[src/rtl/if_stage_pkg.sv]
// Shared definitions for the instruction-fetch stage: next-PC selects, fetch exception codes,
// the NOP word, FSM states and default fetch addresses.
package if_stage_pkg;

  typedef enum logic [1:0] {
    PcSeq    = 2'b00,
    PcBranch = 2'b01,
    PcJump   = 2'b10,
    PcRs     = 2'b11
  } pc_src_e;

  typedef enum logic [1:0] {
    StIdle  = 2'b00,
    StFetch = 2'b01,
    StDrop  = 2'b10
  } if_state_e;

  localparam logic [4:0] VecNone     = 5'd0;
  localparam logic [4:0] VecMisalign = 5'd1;
  localparam logic [4:0] VecIrq      = 5'd2;

  localparam logic [31:0] Nop = 32'h0000_0000;

  localparam logic [31:0] DefResetPc = 32'h0000_0000;
  localparam logic [31:0] DefExcPc   = 32'h0000_0080;

endpackage

[src/rtl/pc_mux.sv]
// Combinational next-PC selection: sequential, branch target, region jump or register target.
module pc_mux
  import if_stage_pkg::*;
(
  input  logic [1:0]  sel_i,
  input  logic [31:0] pc_i,
  input  logic [31:0] branch_i,
  input  logic [3:0]  pc_4_hi_i,
  input  logic [27:0] offset28_i,
  input  logic [31:0] rs_i,
  output logic [31:0] next_pc_o
);

  always_comb begin
    next_pc_o = pc_i + 32'd4;
    unique case (sel_i)
      PcSeq:    next_pc_o = pc_i + 32'd4;
      PcBranch: next_pc_o = branch_i;
      PcJump:   next_pc_o = {pc_4_hi_i, offset28_i};
      PcRs:     next_pc_o = rs_i;
      default:  next_pc_o = pc_i + 32'd4;
    endcase
  end

endmodule

[src/rtl/if_stage.sv]
// Instruction-fetch stage: PC register, fetch FSM (idle/fetch/drop), fetch exceptions and the
// IF/ID output register.
module if_stage
  import if_stage_pkg::*;
#(
  parameter logic [31:0] RESET_PC = DefResetPc,
  parameter logic [31:0] EXC_PC   = DefExcPc
) (
  input  logic        clk,
  input  logic        reset,
  input  logic        stall,
  input  logic        flush,
  input  logic [1:0]  pc_src,
  input  logic [31:0] branch,
  input  logic [27:0] offset28,
  input  logic [31:0] rs,
  input  logic        int_req,
  input  logic        s_u,
  output logic [31:0] imem_addr,
  output logic        imem_req,
  input  logic [31:0] imem_rdata,
  input  logic        imem_ready,
  output logic [31:0] pc_4_out,
  output logic [31:0] ins,
  output logic [4:0]  vector_if,
  output logic        valid_out
);

  if_state_e   st_q, st_d;
  logic [31:0] pc_q, pc_d;
  logic [31:0] drop_addr_q, drop_addr_d;
  logic [31:0] ins_q, ins_d;
  logic [31:0] pc4_q, pc4_d;
  logic [4:0]  vec_q, vec_d;
  logic        valid_q, valid_d;

  logic        redirect;
  logic        misaligned;
  logic        irq_take;
  logic [1:0]  mux_sel;
  logic [31:0] next_pc;
  logic [31:0] pc_plus4;

  // Decode only acts on a redirect when it holds a real instruction and is not stalled.
  assign redirect   = (pc_src != PcSeq) && valid_q && !stall;
  assign mux_sel    = redirect ? pc_src : PcSeq;
  assign misaligned = (pc_q[1:0] != 2'b00);
  assign irq_take   = int_req && s_u;
  assign pc_plus4   = pc_q + 32'd4;

  pc_mux u_pc_mux (
    .sel_i      (mux_sel),
    .pc_i       (pc_q),
    .branch_i   (branch),
    .pc_4_hi_i  (pc4_q[31:28]),
    .offset28_i (offset28),
    .rs_i       (rs),
    .next_pc_o  (next_pc)
  );

  always_comb begin
    st_d        = st_q;
    pc_d        = pc_q;
    drop_addr_d = drop_addr_q;
    ins_d       = ins_q;
    pc4_d       = pc4_q;
    vec_d       = vec_q;
    valid_d     = valid_q;
    imem_req    = 1'b0;
    imem_addr   = pc_q;

    unique case (st_q)
      StIdle: begin
        st_d = StFetch;
      end

      StFetch: begin
        imem_req = !misaligned;
        if (!stall) begin
          if (redirect) begin
            pc_d    = next_pc;
            valid_d = 1'b0;
            // An unanswered request must still be drained before fetching the target.
            if (!misaligned && !imem_ready) begin
              st_d        = StDrop;
              drop_addr_d = pc_q;
            end
          end else if (misaligned) begin
            pc_d    = EXC_PC;
            ins_d   = Nop;
            pc4_d   = pc_plus4;
            vec_d   = VecMisalign;
            valid_d = 1'b1;
          end else if (imem_ready) begin
            pc4_d   = pc_plus4;
            valid_d = 1'b1;
            if (irq_take) begin
              ins_d = Nop;
              vec_d = VecIrq;
              pc_d  = EXC_PC;
            end else begin
              ins_d = imem_rdata;
              vec_d = VecNone;
              pc_d  = next_pc;
            end
          end else begin
            valid_d = 1'b0;
          end
        end
      end

      StDrop: begin
        imem_req  = 1'b1;
        imem_addr = drop_addr_q;
        if (imem_ready && !stall) begin
          st_d = StFetch;
        end
      end

      default: begin
        st_d = StIdle;
      end
    endcase

    // Flush overrides both the load and a stall hold of the IF/ID register.
    if (flush) begin
      ins_d   = Nop;
      vec_d   = VecNone;
      valid_d = 1'b0;
    end
  end

  always_ff @(posedge clk) begin
    if (!reset) begin
      st_q        <= StIdle;
      pc_q        <= RESET_PC;
      drop_addr_q <= RESET_PC;
      ins_q       <= Nop;
      pc4_q       <= 32'h0;
      vec_q       <= VecNone;
      valid_q     <= 1'b0;
    end else begin
      st_q        <= st_d;
      pc_q        <= pc_d;
      drop_addr_q <= drop_addr_d;
      ins_q       <= ins_d;
      pc4_q       <= pc4_d;
      vec_q       <= vec_d;
      valid_q     <= valid_d;
    end
  end

  assign ins       = ins_q;
  assign pc_4_out  = pc4_q;
  assign vector_if = vec_q;
  assign valid_out = valid_q;

endmodule
[config.mk]
export PLATFORM = sky130hd
export DESIGN_NAME = if_stage
export DESIGN_NICKNAME = d
export VERILOG_FILES = /design/src/rtl/if_stage_pkg.sv /design/src/rtl/pc_mux.sv /design/src/rtl/if_stage.sv
export SDC_FILE = /design/constraint.sdc
export NUM_CORES = 1
export LEC_CHECK = 0
export BUFFER_PORTS_ARGS = -buffer_cell sky130_fd_sc_hd__buf_2
export CAP_MARGIN = 30
export CELL_PAD_IN_SITES_DETAIL_PLACEMENT = 1
export CELL_PAD_IN_SITES_GLOBAL_PLACEMENT = 1
export CORE_ASPECT_RATIO = 1.5
export CORE_UTILIZATION = 33
export CTS_CLUSTER_DIAMETER = 100
export DETAILED_ROUTE_END_ITERATION = 10
export PLACE_DENSITY_LB_ADDON = 0.25
export SLEW_MARGIN = 20
export SYNTH_ARGS = -nofsm -noshare
export SYNTH_HDL_FRONTEND = slang
export SYNTH_SLANG_ARGS = --single-unit
[constraint.sdc]
create_clock -name clk -period 2 [get_ports clk]
set_clock_uncertainty 0.15 [all_clocks]
set_input_delay 0.2 -clock clk [delete_from_list [all_inputs] [get_ports clk]]
set_output_delay 0.2 -clock clk [all_outputs]
set_load 0.01 [all_outputs]
[Word level (Yosys, flattened, before mapping)]
Index checks and enable logic that the tools add are counted.
Storage, ports and cells
  logic and storage cells: 64
  bits in registers: 136
  output and inout port bits: 103
  input port bits: 133
Cells by class
  multiplexer cells: 24
  reduce and logical (&&, ||, !) cells: 20
  equality and inequality tests: 9
  add/subtract/negate cells: 1
  bitwise gates (word level): 3
Operators by type and width (count)
  32-bit 2-to-1 mux: 10
  32-bit case mux with 4 select lines: 1
  32-bit by 3-bit adder with 32-bit output, second input constant: 1
  2-bit 2-to-1 mux: 6
  4-bit AND reduction: 3
  5-bit 2-to-1 mux: 2
  2-bit inequality test, second input constant: 4
  2-bit equality test, second input constant: 3
  2-bit case mux with 3 select lines: 1
  2-bit nonzero test: 3
  1-bit logical AND: 5
  2-bit by 1-bit equality test with 1-bit output, second input constant: 2
  2-bit zero test: 2
  1-bit zero test: 3
  1-bit 2-to-1 mux: 3
  1-bit inverter: 3
  3-bit AND reduction: 1
  3-bit nonzero test: 1
  1-bit case mux with 2 select lines: 1
  2-bit AND reduction: 1
  2-bit OR reduction: 1

[Longest topological paths before layout]
  word-level depth: 10
  depth in mapped cells: 9
  depth with buffers taken out: 7

[Hierarchy]
A second synthesis with hierarchy kept.
Unflattened totals
  cell total of the unflattened synthesis: 811
  area, all modules: 7070.5 um^2
By module, submodules not included
  if_stage: times used 1, seq. area each 2662.6 um^2, cells an instance 672, area an instance 5677.9 um^2
  pc_mux: times used 1, seq. area each 0.0 um^2, cells an instance 139, area an instance 1392.6 um^2

[Worst setup path before layout]
Ideal clock, no wire load.
  path type: register -> register
  start: reg st_q[1]
  end: reg pc_q[28]
  buffers on the path: 2
  slack: -0.175 ns
  cell stages (with the launch flop): 10
  arrival time: 1.951 ns
  cells stage by stage: dfxtp_1 > inv_1 > ha_1 > clkbuf_1 > nor2b_1 > o2111ai_1 > or2_1 > buf_4 > o32a_1 > o21ai_0
Between the ends
  cells in the longest elaborated chain, start to end: 2
RTL lines
  from (decl): RTL line if_stage.sv:29  | if_state_e st_q, st_d;
  from (signal assigned): RTL line if_stage.sv:135  | st_q <= StIdle;
  from (signal assigned): RTL line if_stage.sv:143  | st_q <= st_d;
  2-bit by 1-bit equality test with 1-bit output: RTL line if_stage.sv:72  | unique case (st_q)
  3-bit AND reduction (no line)
  to (signal assigned): RTL line if_stage.sv:144  | pc_q <= pc_d;
  to (decl): RTL line if_stage.sv:30  | logic [31:0] pc_q, pc_d;
No other way between the ends.
A chain may end at the register's enable or synchronous reset.

[Worst setup path after layout]
  start: reg pc_q[6]
  end: reg pc_q[26]
Between the ends
  cells in the longest elaborated chain, start to end: 6
RTL lines
  32-bit by 3-bit adder with 32-bit output *: RTL line pc_mux.sv:17  | PcSeq: next_pc_o = pc_i + 32'd4;
  32-bit case mux with 4 select lines *: RTL line pc_mux.sv:16  | unique case (sel_i)
  32-bit 2-to-1 mux: RTL line if_stage.sv:97  | if (irq_take) begin
  32-bit 2-to-1 mux: RTL line if_stage.sv:94  | end else if (imem_ready) begin
  32-bit 2-to-1 mux: RTL line if_stage.sv:88  | end else if (misaligned) begin
  32-bit 2-to-1 mux *: RTL line if_stage.sv:80  | if (redirect) begin
Mark *: on every way between the ends. The rest lies on a longest branch, timed or not. The select of a mux whose other input is x is not followed.

==> impl_results.md <==
* RSZ-0062 raised after global routing: true
* Num CTS Buffers at 17
* Chip width at 121 um
* Buf/Inv on CP at 1
* Initial antenna violation count at 0
* Initial DRC Count at 348
* Worst-case vdd ir drop at 0.581 mV
* RePlAce Congestion at 0.876
* Setup slack, reg-to-reg at -0.11 ns
* Std-Cell Rows at 64
* Via count at 7794
* Crit end category: flop
* # DRC at 0
* Placement Setup Slack at -0.0592 ns
* Critical R2R Launch: pc_q[6]
* Number of synthesized register bits at 133
* Die Y-Extent at 181 um
* Util after Layout at 50.7%
* CTS sink cnt at 133
* Worst Tran Pin Value at 0.856 ns
* Final hold violations at 0
* Syn Std Cell Area at 0.00701 sq mm
* Post-synth top area share at 38.0%
* Layout Nets at 1318
* Die ar. at 0.0218 sq mm
* CP Cell Sequence: nand4_4 > or4_4 > buf_4 > nor4_4 > o21ai_1 > a211o_1
* Total grt overflow at 0
* Min-delay worst type: input pin to flop
* Clock slew at reported path FFs at 0.06 ns
* Hold EP: pc_q[31]
* Hold_sp: branch[31]
* Max stage delay cell, worst path: or4_4
* Layout cells sized above 1 at 40.2%
* Static leakage power at 4.36 nW
* PortBufs at 232
* Post-DP HPWL at 20.9 mm
* CP delay by family, top: simple AND/OR/NAND/NOR gates
* Root buf cell: clkbuf_16
* Hold_ws at 0.0300 ns
* Syn Inst Count at 864
* Initial Util at 34.1%
* Worst hold stages at 4
* Largest net degree at the start of global routing at 39
* CP peak stage delay at 0.62 ns
* Status: complete, but fails checks
* Yosys cell types at 61
* Worst Path Arrival at 2.28 ns
* Longest Clk Path Bufs at 2
* Max H-tree Level at 4
* Failing checks: negative setup slack
* Sequential share of the synthesized area at 38.0%
* N_diodes at 0
* Setup-failing EPs final at 33
* Ys async rst share at 0%
* Top-count cell post-synth: dfxtp_1
* Crit Path Max Fanout at 7
* Setup CP Type: flop to flop
* Worst R2R Path Depth at 6
* CTS tree: built
* Area leader, netlist: dfxtp_1
* Final min period at 2.11 ns
* Vias in the first global route at 8256
* Ys flop type: dfxtp_1
* Total power draw at 6.75 mW
* Pre-Repair DR Iteration Count at 4
* Max-slew violations at 0
* First-pass GRT wire length at 44.6 mm
* Worst rel slew slack at 42.7%
* Worst setup SP type: flop
* FMAX at 475 MHz
* Number of synthesized flops with an enable pin at 0
* Placeable Area at 0.0206 sq mm
* Skew-Pair Late Insertion Delay at 0.43 ns
* Filler instances at 2492
* GRT Total Usage at 26.6%
* Drt via density at 5.35
* Top post-synthesis cells by count: 133 x dfxtp_1, 132 x nand2_1, 103 x a21oi_1
* Pwr Density at 646 mW/mm^2
* Setup WS post-layout at -0.106 ns
* CP Data Required Time at 2.18 ns
* Critical R2R Capture: pc_q[26]
* Top cells by area, synth: dfxtp_1 38%, mux2_2 8.2%, a21oi_1 7.4%
* Post-route ant nets at 0
* Fin crit share at 105%
* Total Wirelength at 28.8 mm
* Synth Area per Inst at 8.11 sq um
* Yosys warns at 0
* Synth-to-Final Area Change at 48.9%
* Max-cap violations at 0
* DR WL/cell at 19.8 um
* Number of top-level pins at 236
power by group:
part	total [mW]	internal, mW	switching (mW)
registers	2.74	2.70	0.0355
clock network	3.13	1.84	1.29
logic	0.877	0.417	0.461
total	6.75	4.96	1.79
repair_timing:
action	4_1_cts	5_1_grt
cloned	0	0
endpoints found under the setup margin	62	77
gates resized for setup	53	16
hold buffers	39	0
buffers inserted	1	3
hold endpoints to repair	39	0
pin swaps	4	10
cell families (layout without fill, tap and decap cells):
logic type,after synthesis,in the layout,synth area share (%)
AND/OR/NAND/NOR,303,303,21.0
AO/OA/AOI/OAI,244,244,21.6
flip-flops,133,133,38.0
buffers and inverters,94,421,6.10
multiplexers,57,57,9.05
XOR/XNOR,28,28,3.50
adder cells (fa/ha/maj),4,4,0.714
other,1,3,0.0535
worst register-to-register path: stages, from the launching register on:
cell and delay [ns]:
dfxtp_2 0.36, nand4_4 0.11, or4_4 0.62, buf_4 0.19
nor4_4 0.21, o21ai_1 0.10, a211o_1 0.28
routing by layer:
metal	vias up	GRT usage, %	part of all wire [%]
met1	3791	27.2	37
li1	3705	-	-
met2	243	50.6	55
met4	0	11.7	3.1
met5	-	0	0
met3	55	5.47	4.9
worst max path at each step:
stage,from,endpoint,slack [ns],depth (start not counted)
6_report,pc_q[6],pc_q[26],-0.11,6
5_1_grt,st_q[1],pc_q[27],-0.14,8
4_1_cts,st_q[0],imem_addr[16],-0.07,5
3_5_place_dp,st_q[1],pc_q[31],-0.06,8
3_3_place_gp,pc_q[6],pc_q[26],-0.06,5
2_1_floorplan,pc_q[4],pc_q[13],-0.03,6
cell usage in the layout (no fill, tap or decap), types with 10 or more instances in the layout:
| master | count |
|---|---|
| nand4_1 | 10 |
| nor3_1 | 10 |
| dfxtp_2 | 10 |
| buf_2 | 215 |
| a211oi_1 | 12 |
| nor2_1 | 49 |
| dfxtp_1 | 123 |
| dlygate4sd3_1 | 39 |
| buf_6 | 21 |
| buf_4 | 92 |
| xnor2_1 | 21 |
| clkbuf_16 | 17 |
| a21oi_1 | 101 |
| mux2_4 | 17 |
| mux2_2 | 34 |
| buf_12 | 12 |
| o21ai_0 | 41 |
| a22oi_1 | 25 |
| nand3_1 | 48 |
| nand2_1 | 132 |
cell type report:
| cell class | count | area, sq um | area share [%] |
|---|---|---|---|
| repair buffers | 379 | 2630 | 25.2 |
| clock buffers | 17 | 425 | 4.07 |
| well taps | 264 | 330 | 3.16 |
| flip-flops and latches | 133 | 2680 | 25.6 |
| clock inverters | 14 | 153 | 1.46 |
| multi-input cells | 639 | 4180 | 40.1 |
| inverters | 11 | 41.3 | 0.395 |
registers in the layout, summed over array words and instances, names as in the netlist:
register and count:
drop_addr_q 32, ins 32, pc_4_out 32, pc_q 32, st_q 2, valid_out 1
vector_if 2
stage by stage:
step	std cells	cell area, sq um	TNS [ns]
5_1_grt	1457	10400	-4.59
3_3_place_gp	1383	9110	-0.176
3_5_place_dp	1383	9110	-0.378
4_1_cts	1454	10300	-0.846
6_report	1457	10400	-0.987
2_1_floorplan	866	7070	-0.115
(Power assumes the default switching activity.)
